**src/rtl/secded_encoder_pipe.sv**
```systemverilog
// ============================================================================
// Module   : secded_encoder_pipe
// Brief    : Two-stage SECDED encoder with valid/ready flow control,
//            one-shot error injection and a saturating output word counter.
// Revision : 1.0
// ============================================================================
`default_nettype none

module secded_encoder_pipe #(
  parameter int DATA_W  = 8,
  parameter int COUNT_W = 16,
  localparam int PAR_W  = (DATA_W <= 4)  ? 3 :
                          (DATA_W <= 11) ? 4 :
                          (DATA_W <= 26) ? 5 :
                          (DATA_W <= 57) ? 6 : 7,
  localparam int CODE_W = DATA_W + PAR_W + 1
) (
  input  logic               clk,
  input  logic               rst,
  input  logic               in_valid,
  output logic               in_ready,
  input  logic [DATA_W-1:0]  in_data,
  output logic               out_valid,
  input  logic               out_ready,
  output logic [CODE_W-1:0]  out_code,
  input  logic               inj_arm,
  input  logic [CODE_W-1:0]  inj_mask,
  output logic               inj_busy,
  output logic [COUNT_W-1:0] word_count
);

  // Parity bit k covers every data bit whose Hamming position has bit k set.
  function automatic logic [PAR_W-1:0] calc_par(input logic [DATA_W-1:0] d);
    logic [PAR_W-1:0] par;
    int               idx;
    par = '0;
    idx = 0;
    for (int p = 1; p < CODE_W; p++) begin
      if ((p & (p - 1)) != 0) begin
        for (int k = 0; k < PAR_W; k++) begin
          if (p[k]) par[k] = par[k] ^ d[idx];
        end
        idx++;
      end
    end
    return par;
  endfunction

  function automatic logic [CODE_W-1:0] build_code(input logic [DATA_W-1:0] d,
                                                   input logic [PAR_W-1:0]  par);
    logic [CODE_W-1:0] code;
    int                idx;
    code = '0;
    idx  = 0;
    for (int p = 1; p < CODE_W; p++) begin
      if ((p & (p - 1)) != 0) begin
        code[p-1] = d[idx];
        idx++;
      end else begin
        for (int k = 0; k < PAR_W; k++) begin
          if (p == (1 << k)) code[p-1] = par[k];
        end
      end
    end
    code[CODE_W-1] = ^code[CODE_W-2:0];
    return code;
  endfunction

  logic [DATA_W-1:0]  r_s1_data;
  logic [PAR_W-1:0]   r_s1_par;
  logic               r_s1_v;
  logic               r_out_valid;
  logic [CODE_W-1:0]  r_out_code;
  logic               r_inj_busy;
  logic [CODE_W-1:0]  r_inj_mask;
  logic [COUNT_W-1:0] r_count;

  logic               w_s2_adv;
  logic               w_accept;
  logic               w_xfer;
  logic               w_pop;
  logic [CODE_W-1:0]  w_code;

  assign w_s2_adv = !r_out_valid || out_ready;
  assign in_ready = !r_s1_v || w_s2_adv;
  assign w_accept = in_valid && in_ready;
  assign w_xfer   = r_s1_v && w_s2_adv;
  assign w_pop    = r_out_valid && out_ready;
  // Mask goes in after overall parity so a single flip stays detectable downstream.
  assign w_code   = build_code(r_s1_data, r_s1_par) ^ (r_inj_busy ? r_inj_mask : '0);

  always_ff @(posedge clk) begin
    if (rst) begin
      r_s1_data   <= '0;
      r_s1_par    <= '0;
      r_s1_v      <= 1'b0;
      r_out_valid <= 1'b0;
      r_out_code  <= '0;
      r_inj_busy  <= 1'b0;
      r_inj_mask  <= '0;
      r_count     <= '0;
    end else begin
      if (w_accept) begin
        r_s1_data <= in_data;
        r_s1_par  <= calc_par(in_data);
        r_s1_v    <= 1'b1;
      end else if (w_s2_adv) begin
        r_s1_v    <= 1'b0;
      end

      if (w_s2_adv) begin
        r_out_valid <= r_s1_v;
        if (r_s1_v) r_out_code <= w_code;
      end

      // Busy is sampled before the arm is taken, so a concurrent arm waits a transfer.
      if (w_xfer && r_inj_busy) begin
        r_inj_busy <= 1'b0;
      end else if (inj_arm && !r_inj_busy) begin
        r_inj_busy <= 1'b1;
        r_inj_mask <= inj_mask;
      end

      if (w_pop && (r_count != {COUNT_W{1'b1}})) begin
        r_count <= r_count + 1'b1;
      end
    end
  end

  assign out_valid  = r_out_valid;
  assign out_code   = r_out_code;
  assign inj_busy   = r_inj_busy;
  assign word_count = r_count;

endmodule

`default_nettype wire

```
**config.mk**
```make
export PLATFORM = sky130hd
export DESIGN_NAME = secded_encoder_pipe
export DESIGN_NICKNAME = d
export VERILOG_FILES = /design/src/rtl/secded_encoder_pipe.sv
export SDC_FILE = /design/constraint.sdc
export NUM_CORES = 1
export LEC_CHECK = 0
export CORE_ASPECT_RATIO = 1.1
export CORE_UTILIZATION = 45
export DETAILED_ROUTE_END_ITERATION = 16
export DONT_BUFFER_PORTS = 1
export PLACE_DENSITY = 0.67
export SLEW_MARGIN = 15
export SYNTH_ARGS = -nofsm -noshare
export SYNTH_HDL_FRONTEND = slang
export SYNTH_SLANG_ARGS = --single-unit
export TNS_END_PERCENT = 10
```
**constraint.sdc**
```tcl
create_clock -name clk -period 3.9 [get_ports clk]
set_input_delay 0.585 -clock clk [delete_from_list [all_inputs] [get_ports clk]]
set_output_delay 0.585 -clock clk [all_outputs]
set_load 0.02 [all_outputs]
```
---- Word level (Yosys, flattened, before mapping) ----
Index checks and enable logic that the tools add are counted.
word-level totals
  bits in registers ....................... 57
  input bits .............................. 26
  output and inout bits ................... 32
  word-level logic and storage cells ...... 113
operators by class
  add/sub/neg operators ................... 7
  order comparisons ....................... 7
  equal/unequal tests ..................... 1
  multiplexer cells ....................... 58
  bitwise operators ....................... 16
  reduce and logical (&&, ||, !) cells .... 16
operators by type and width
  kind                                                                   count
  32-bit two-way mux                                                     14
  32-bit by 5-bit < comparator with 1-bit output, second input constant  7
  32-bit by 2-bit adder with 32-bit output, second input constant        6
  1-bit two-way mux                                                      30
  1-bit binary-select mux with 3-bit select                              7
  16-bit by 1-bit adder with 16-bit output, second input constant        1
  16-bit != test, second input constant                                  1
  1-bit bitwise XOR                                                      14
  13-bit two-way mux                                                     1
  13-bit bitwise XOR                                                     1
  12-bit XOR reduction                                                   1
  2-bit two-way mux                                                      4
  1-bit logical AND                                                      6
  3-bit two-way mux                                                      2
  2-bit AND reduction                                                    2
  1-bit logical NOT                                                      3
  1-bit logical OR                                                       2
  2-bit nonzero test                                                     1
  2-bit OR reduction                                                     1
  1-bit inverter                                                         1

---- Depth between registers and ports, before layout ----
Gate-level depths: netlist of the first run.
  depth after elaboration ................. 28
  mapped depth ............................ 7

---- Worst setup path before layout of the first run ----
OpenSTA, ideal clock, no wires.
  path type ............................... register to register
  start point ............................. reg r_count[7] (netlist: word_count[7])
  end point ............................... reg r_count[15] (netlist: word_count[15])
  setup time .............................. 0.070 ns
  data arrival time ....................... 1.791 ns
  slack ................................... 2.039 ns
  stages on the path, launching flop included .. 5
  buffers on the path ..................... 0
  period minus slack after synthesis ...... 1.861 ns
  cells stage by stage .................... dfxtp_1 -> nand4_1 -> or4_1 -> or4_1 -> a21oi_1
between the ends
  cells in the longest elaborated chain, start to end .. 2
RTL lines
  what                                                                              line  RTL
  start: declaration                                                                76    logic [COUNT_W-1:0] r_count;
  start signal: assignment                                                          125   r_count <= r_count + 1'b1;
  branches (longest 2 deep; another with 16-bit by 1-bit adder with 16-bit output)  n/a
Several ways; the timed one is not identified.
A chain may end at the register's enable or synchronous reset.

---- Worst setup path in the final report of the first run ----
  start point ............................. reg r_count[7] (netlist: word_count[7])
  end point ............................... reg r_count[1] (netlist: word_count[1])
between the ends
  cells in the longest elaborated chain, start to end .. 2
RTL lines
  what               line  RTL
  16-bit != test     124   if (w_pop && (r_count != {COUNT_W{1'b1}})) begin
  1-bit logical AND  124
Every way passes these cells.

==> results_dict.tcl, run 1 <==
set metrics [dict create \
    chipHeight_um 82.37 \
    holdPathStages 1 \
    clk_pin_slew_worst_paths_ns 0.07 \
    setup_viol_count_final 0 \
    die_area_mm2 0.006183 \
    antenna-diode-count 0 \
    post-place-cells 355 \
    ys_warn_count 0 \
    fin_crit_ns 2.295 \
    ioPinCount 58 \
    cp-end-kind "register" \
    syn_avg_cell_area_um2 8.897 \
    synth.ff_latch_count 57 \
    grt_usage_pct 19.58 \
    regArea_mm2 0.001141 \
    grt_max_degree 59 \
    cts_buffers 9 \
    regToRegStartpoint "word_count[7]" \
    synth.area.top_cells "dfxtp_1 (43%), nand2_1 (6.8%), a21oi_1 (5.7%), xnor2_1 (5.3%), xor2_1 (4.6%)" \
    reg2reg_slack_ns 1.61 \
    finalCritPeriodShare_pct 58.84 \
    port_buffers 0 \
    crit_type "reg -> reg" \
    syn_nets 324 \
    post_synth_num_cell_types 34 \
    syn_inst 297 \
    clock_skew_ns 0.008124 \
    status "finished clean" \
    cts_resized 0 \
    hold_start "rst" \
    hpwl_um 3914 \
    drc 0 \
    vdd_drop_max_v 0.0002498 \
    ctsLongestPathBuffers 2 \
    grt_pass1_wl_um 8804 \
    timing.slew.headroom_pct 25.58 \
    final_cell_mix "dfxtp_1 (57), nand2_1 (48), a21oi_1 (30)" \
    yosysTopAreaCell "dfxtp_1" \
    worst_slew_pin_slew_ns 1.108 \
    p_seq_share_pct 51.8 \
    fin_setup_tns_ns 0 \
    postRouteAntennaNets 0 \
    reg2reg_to "word_count[1]" \
    hold_viol 0 \
    cts_tree "done" \
    wl_per_cell_um 15.14 \
    layout_commonest_cell "dfxtp_1" \
    clock_latency_ns 0.33 \
    reg2reg_depth 4 \
    power.internal_w 0.0009329 \
    core_mm2 0.005535 \
    gp_congestion 0.7204 \
    power_leakage_nw 0.9943 \
    htreeDepth 3 \
    fmax_ghz 0.4358 \
    grt_overflow_total 0 \
    crit_fanout 27 \
    area_growth_pct 7.102 \
    antenna_found_initial 0 \
    hold_class "in -> reg" \
    num_rows 28 \
    initial_core_util_pct 47.74 \
    seq_area_frac_synth_pct 43.18 \
    multi_input_area_mm2 0.001408 \
    maxCapViolations 0 \
    grt_pass1_vias 1837 \
    netSwitchingFraction_pct 26.78 \
    via_per_inst 5.485 \
    vias 2035 \
    drt_iter0_markers 139 \
    p_clk_share_pct 37.7 \
    startpoint_type "register" \
    synth_top_cell_area_share_pct 43.18 \
    switching_power_w 0.0003412 \
    finalMaxSlewViolations 0 \
    rsz0062_at_grt "false" \
    required_ns 4.16 \
    drive_above_1_share_pct 7.095 \
    holdBufCountCts 0 \
    final_cells 371 \
    worstHoldEndpoint "word_count[8]" \
    fin_nets 318 \
    n_fill_cell 561 \
    clock_sinks 57 \
    fp.dieW_um 75.07 \
    comb_power_share_pct 10.5 \
    syn_area_mm2 0.002643 \
    dr.pass1.iters 4 \
    cts-root-buf "clkbuf_8" \
    power.density_mw_per_mm2 450.2 \
    postCtsSetupBuffers 0 \
    drt_wl_total_um 5618 \
    cp.arrival_ns 2.56 \
]
==> metal layers <==
metal	track usage, %	wire [um]	up-vias
met3	6.432	476	9
met4	8.491	100	0
met2	28.74	2547	69
li1	-	-	1034
met5	0	0	-
met1	26.05	2493	923
==> power groups by stage <==
stage / registers (W) / logic, W / clock network, W
after global placement: 0.000672 / 0.000132 / 0
after global routing: 0.000665 / 0.000148 / 0.000513
after CTS: 0.000660 / 0.000135 / 0.000490
final: 0.000660 / 0.000134 / 0.000480
after floorplan: 0.000663 / 0.000126 / 0
after detailed placement: 0.000673 / 0.000134 / 0
==> synth_stat cells (all sizes together) <==
cell / instances
or4: 11
or3: 4
o21bai: 1
o21ai: 3
buf: 5
ha: 1
nor2: 26
nand2b: 2
nand2: 48
and2: 3
clkbuf: 12
a21oi: 30
xnor2: 16
mux2i: 11
nand4: 6
nor4: 1
and4: 3
nand3b: 3
a211oi: 14
nor2b: 1
o31ai: 12
nor3b: 1
xnor3: 3
dfxtp: 57
nor4b: 1
nand3: 4
xor2: 14
inv: 4
==> worst max-delay path, cell delays in order (launching register included) <==
cell and delay (ns):
dfxtp_1 0.55, nand4_1 0.27, nor4_4 1.01, o21ai_0 0.22, a21oi_1 0.17
==> per-stage QoR <==
stage          setup slack (ns)  util, %  power (W)  cell area, um2  hold WS [ns]
6_report                  1.605    51.13   0.001274            2830        0.3145
5_1_grt                   1.370    51.13   0.001326            2830        0.3026
4_1_cts                   1.638    51.13   0.001286            2830        0.3017
3_5_place_dp              1.651    48.01  0.0008075            2658        0.4423
3_3_place_gp              1.721    48.01  0.0008040            2658        0.4368
2_1_floorplan             2.039        -  0.0007888            2643        0.4340
==> state kept, by name (all words and copies together) (netlist names) <==
name and flops:
r_s1_par 4, out_valid 1, inj_busy 1, r_s1_v 1
r_inj_mask 13, out_code 13, word_count 16, r_s1_data 8
==> how the worst max path moves through the flow <==
stage,to,slack [ns],cells after the start,startpoint
3_3_place_gp,word_count[7],1.72,4,word_count[7]
2_1_floorplan,word_count[15],2.04,4,word_count[7]
6_report,word_count[1],1.61,4,word_count[7]
3_5_place_dp,word_count[1],1.65,4,word_count[7]
5_1_grt,word_count[0],1.37,5,word_count[0]
4_1_cts,word_count[1],1.64,5,word_count[0]
==> cells by family after synthesis <==
kind of cell / synth area share [%]
AOI/OAI and AO/OA: 13.92
muxes: 4.167
xor gates and xnor gates: 12.50
DFF: 43.18
buffers and inverters: 3.551
and+or+nand+nor: 22.21
adders and majority gates: 0.4734
==> layout make-up <==
cell class | instances | share of cell area, %
clock buffer | 11 | 4.996
clock inverter | 5 | 1.105
inverter | 4 | 0.5305
multi-input combinational | 219 | 49.73
sequential | 57 | 40.32
tap | 75 | 3.316
No activity file was read; power rests on OpenSTA's default activity.
==> run 2: changes to the inputs <==
--- a/config.mk
+++ b/config.mk
@@ -9,7 +9,7 @@
 export CORE_UTILIZATION = 45
 export DETAILED_ROUTE_END_ITERATION = 16
 export DONT_BUFFER_PORTS = 1
-export PLACE_DENSITY = 0.67
+export PLACE_DENSITY = 0.69
 export SLEW_MARGIN = 15
 export SYNTH_ARGS = -nofsm -noshare
 export SYNTH_HDL_FRONTEND = slang
==> constraint.sdc (replaced) <==
create_clock -name clk -period 1.9 [get_ports clk]
set_input_delay 0.285 -clock clk [delete_from_list [all_inputs] [get_ports clk]]
set_output_delay 0.285 -clock clk [all_outputs]
set_load 0.02 [all_outputs]
==> run 2 against run 1 <==
Against the previous run:
- clock skew rose by 0.0023 ns
- worst setup slack lost 1.5 ns
- largest cell class unchanged
- core utilization increased by 4.9 points
==> results_dict.tcl, run 2 (synthesized netlist as in run 1, its figures left out) <==
set metrics [dict create \
    htreeDepth 3 \
    post-route-util_pct 56.01 \
    layout_commonest_cell "dfxtp_1" \
    grt_usage_pct 20.17 \
    crit_family "simple AND/OR/NAND/NOR gates" \
    cts_buffers 9 \
    cp_slowest_cell "or4_1" \
    cp.arrival_ns 2.07 \
    antenna_found_initial 0 \
    hpwl_um 4062 \
    dp_slack_ns 0.07648 \
    worst_slew_pin_slew_ns 0.5828 \
    crit_fanout 6 \
    max_stage_delay_ns 0.55 \
    switching_power_w 0.0006775 \
    finalCritPeriodShare_pct 95.32 \
    initial_core_util_pct 47.74 \
    core_mm2 0.005535 \
    path_buf_inv 0 \
    cpMostUsedCell "or4_1" \
    power_leakage_nw 1.169 \
    hold_class "in -> reg" \
    fin_nets 348 \
    vias 2177 \
    clock_sinks 57 \
    regArea_mm2 0.001144 \
    startpoint "word_count[5]" \
    power.internal_w 0.002194 \
    num_rows 28 \
    ioPinCount 58 \
    cts_tree "done" \
    drt_wl_total_um 5748 \
    grt_pass1_vias 1992 \
    gp_congestion 0.7124 \
    hold_ws_ns 0.02729 \
    multi_input_area_mm2 0.001408 \
    fin_crit_ns 1.811 \
    vdd_drop_max_v 0.0005533 \
    crit_type "reg -> reg" \
    netSwitchingFraction_pct 23.60 \
    setup_viol_count_final 0 \
    p_clk_share_pct 42.6 \
    largest_reg_flops 16 \
    power.density_mw_per_mm2 926.0 \
    p_seq_share_pct 46.8 \
    hold_viol 0 \
    port_buffers 0 \
    finalPower_w 0.002871 \
    cts-root-buf "clkbuf_8" \
    status "finished clean" \
    drc 0 \
    rsz0062_at_grt "false" \
    drt_iter0_markers 52 \
    fin_setup_tns_ns 0 \
    finalMaxSlewViolations 0 \
    n_fill_cell 535 \
    die_area_mm2 0.006183 \
    grt_pass1_wl_um 9011 \
    cp_cell_sequence "nand4_4 > or4_1 > or4_1 > a21oi_1" \
    drive_above_1_share_pct 15.08 \
    dr.pass1.iters 4 \
    grt_overflow_total 0 \
    clk_pin_slew_worst_paths_ns 0.07 \
    regToRegStartpoint "word_count[5]" \
    grt_max_degree 46 \
    chipHeight_um 82.37 \
    hold_start "rst" \
    postRouteAntennaNets 0 \
    final_cell_mix "dfxtp_1 (55), nand2_1 (48), a21oi_1 (30)" \
    clock_skew_ns 0.01038 \
    antenna-diode-count 0 \
    ctsLongestPathBuffers 2 \
    via_per_inst 5.443 \
    fmax_ghz 0.5521 \
    maxCapViolations 0 \
    clock_latency_ns 0.34 \
    area_growth_pct 17.33 \
    startpoint_type "register" \
    wl_per_cell_um 14.37 \
    fp.dieW_um 75.07 \
    required_ns 2.16 \
    comb_power_share_pct 10.6 \
    layout_setup_ws_ns 0.08887 \
    cp-end-kind "register" \
    timing.slew.headroom_pct 61.15 \
]
-- run 2: timing repair --
action,in CTS,in global routing
setup endpoints to repair,0,2
setup buffers,0,0
endpoints found under the hold margin,13,0
hold buffers,2,0
resized for setup,0,2
-- run 2: power by group through the flow --
stage,Sequential [W],Combinational [W],Clock [W]
after floorplan,0.00136,0.000259,0
after detailed placement,0.00137,0.000296,0
after global placement,0.00137,0.000291,0
after CTS,0.00134,0.000309,0.00125
after global routing,0.00135,0.000339,0.00131
final,0.00134,0.000304,0.00122
-- run 2: path summary, 6_finish.rpt --
| check | slack, ns | to | cells past startpoint |
|---|---|---|---|
| hold reg to reg | 0.45 | r_inj_mask[10] | 2 |
| setup / recovery | 0.09 | word_count[15] | 4 |
| hold / removal | 0.03 | word_count[13] | 1 |
| setup reg to reg | 0.09 | word_count[15] | 4 |
-- run 2: per-layer routing --
layer  up-vias  part of all wire (%)  track usage, %
met4         0                   1.8           9.434
met5         -                     0               0
met1      1018                    41           21.97
li1       1093                     -               -
met2        55                    50           34.23
met3        11                   8.0           7.888
-- run 2: cell type report --
type / instances / share of cell area [%]
inverter: 4 / 0.4843
tap: 75 / 3.027
timing repair buffer: 30 / 7.425
sequential: 57 / 36.88
multi-input combinational: 219 / 45.40
clock inverter: 3 / 2.098
clock buffer: 12 / 4.681
-- run 2: stage by stage --
| step | cells | instance area [um2] |
|---|---|---|
| after global routing | 400 | 3100 |
| final | 400 | 3100 |
| after floorplan | 297 | 2643 |
| after CTS | 400 | 3098 |
| after global placement | 383 | 2868 |
| after detailed placement | 383 | 2868 |
-- run 2: worst register-to-register path, stage by stage (launching register included) --
cell	delay [ns]
dfxtp_1	0.46
nand4_4	0.17
or4_1	0.55
or4_1	0.40
a21oi_1	0.16
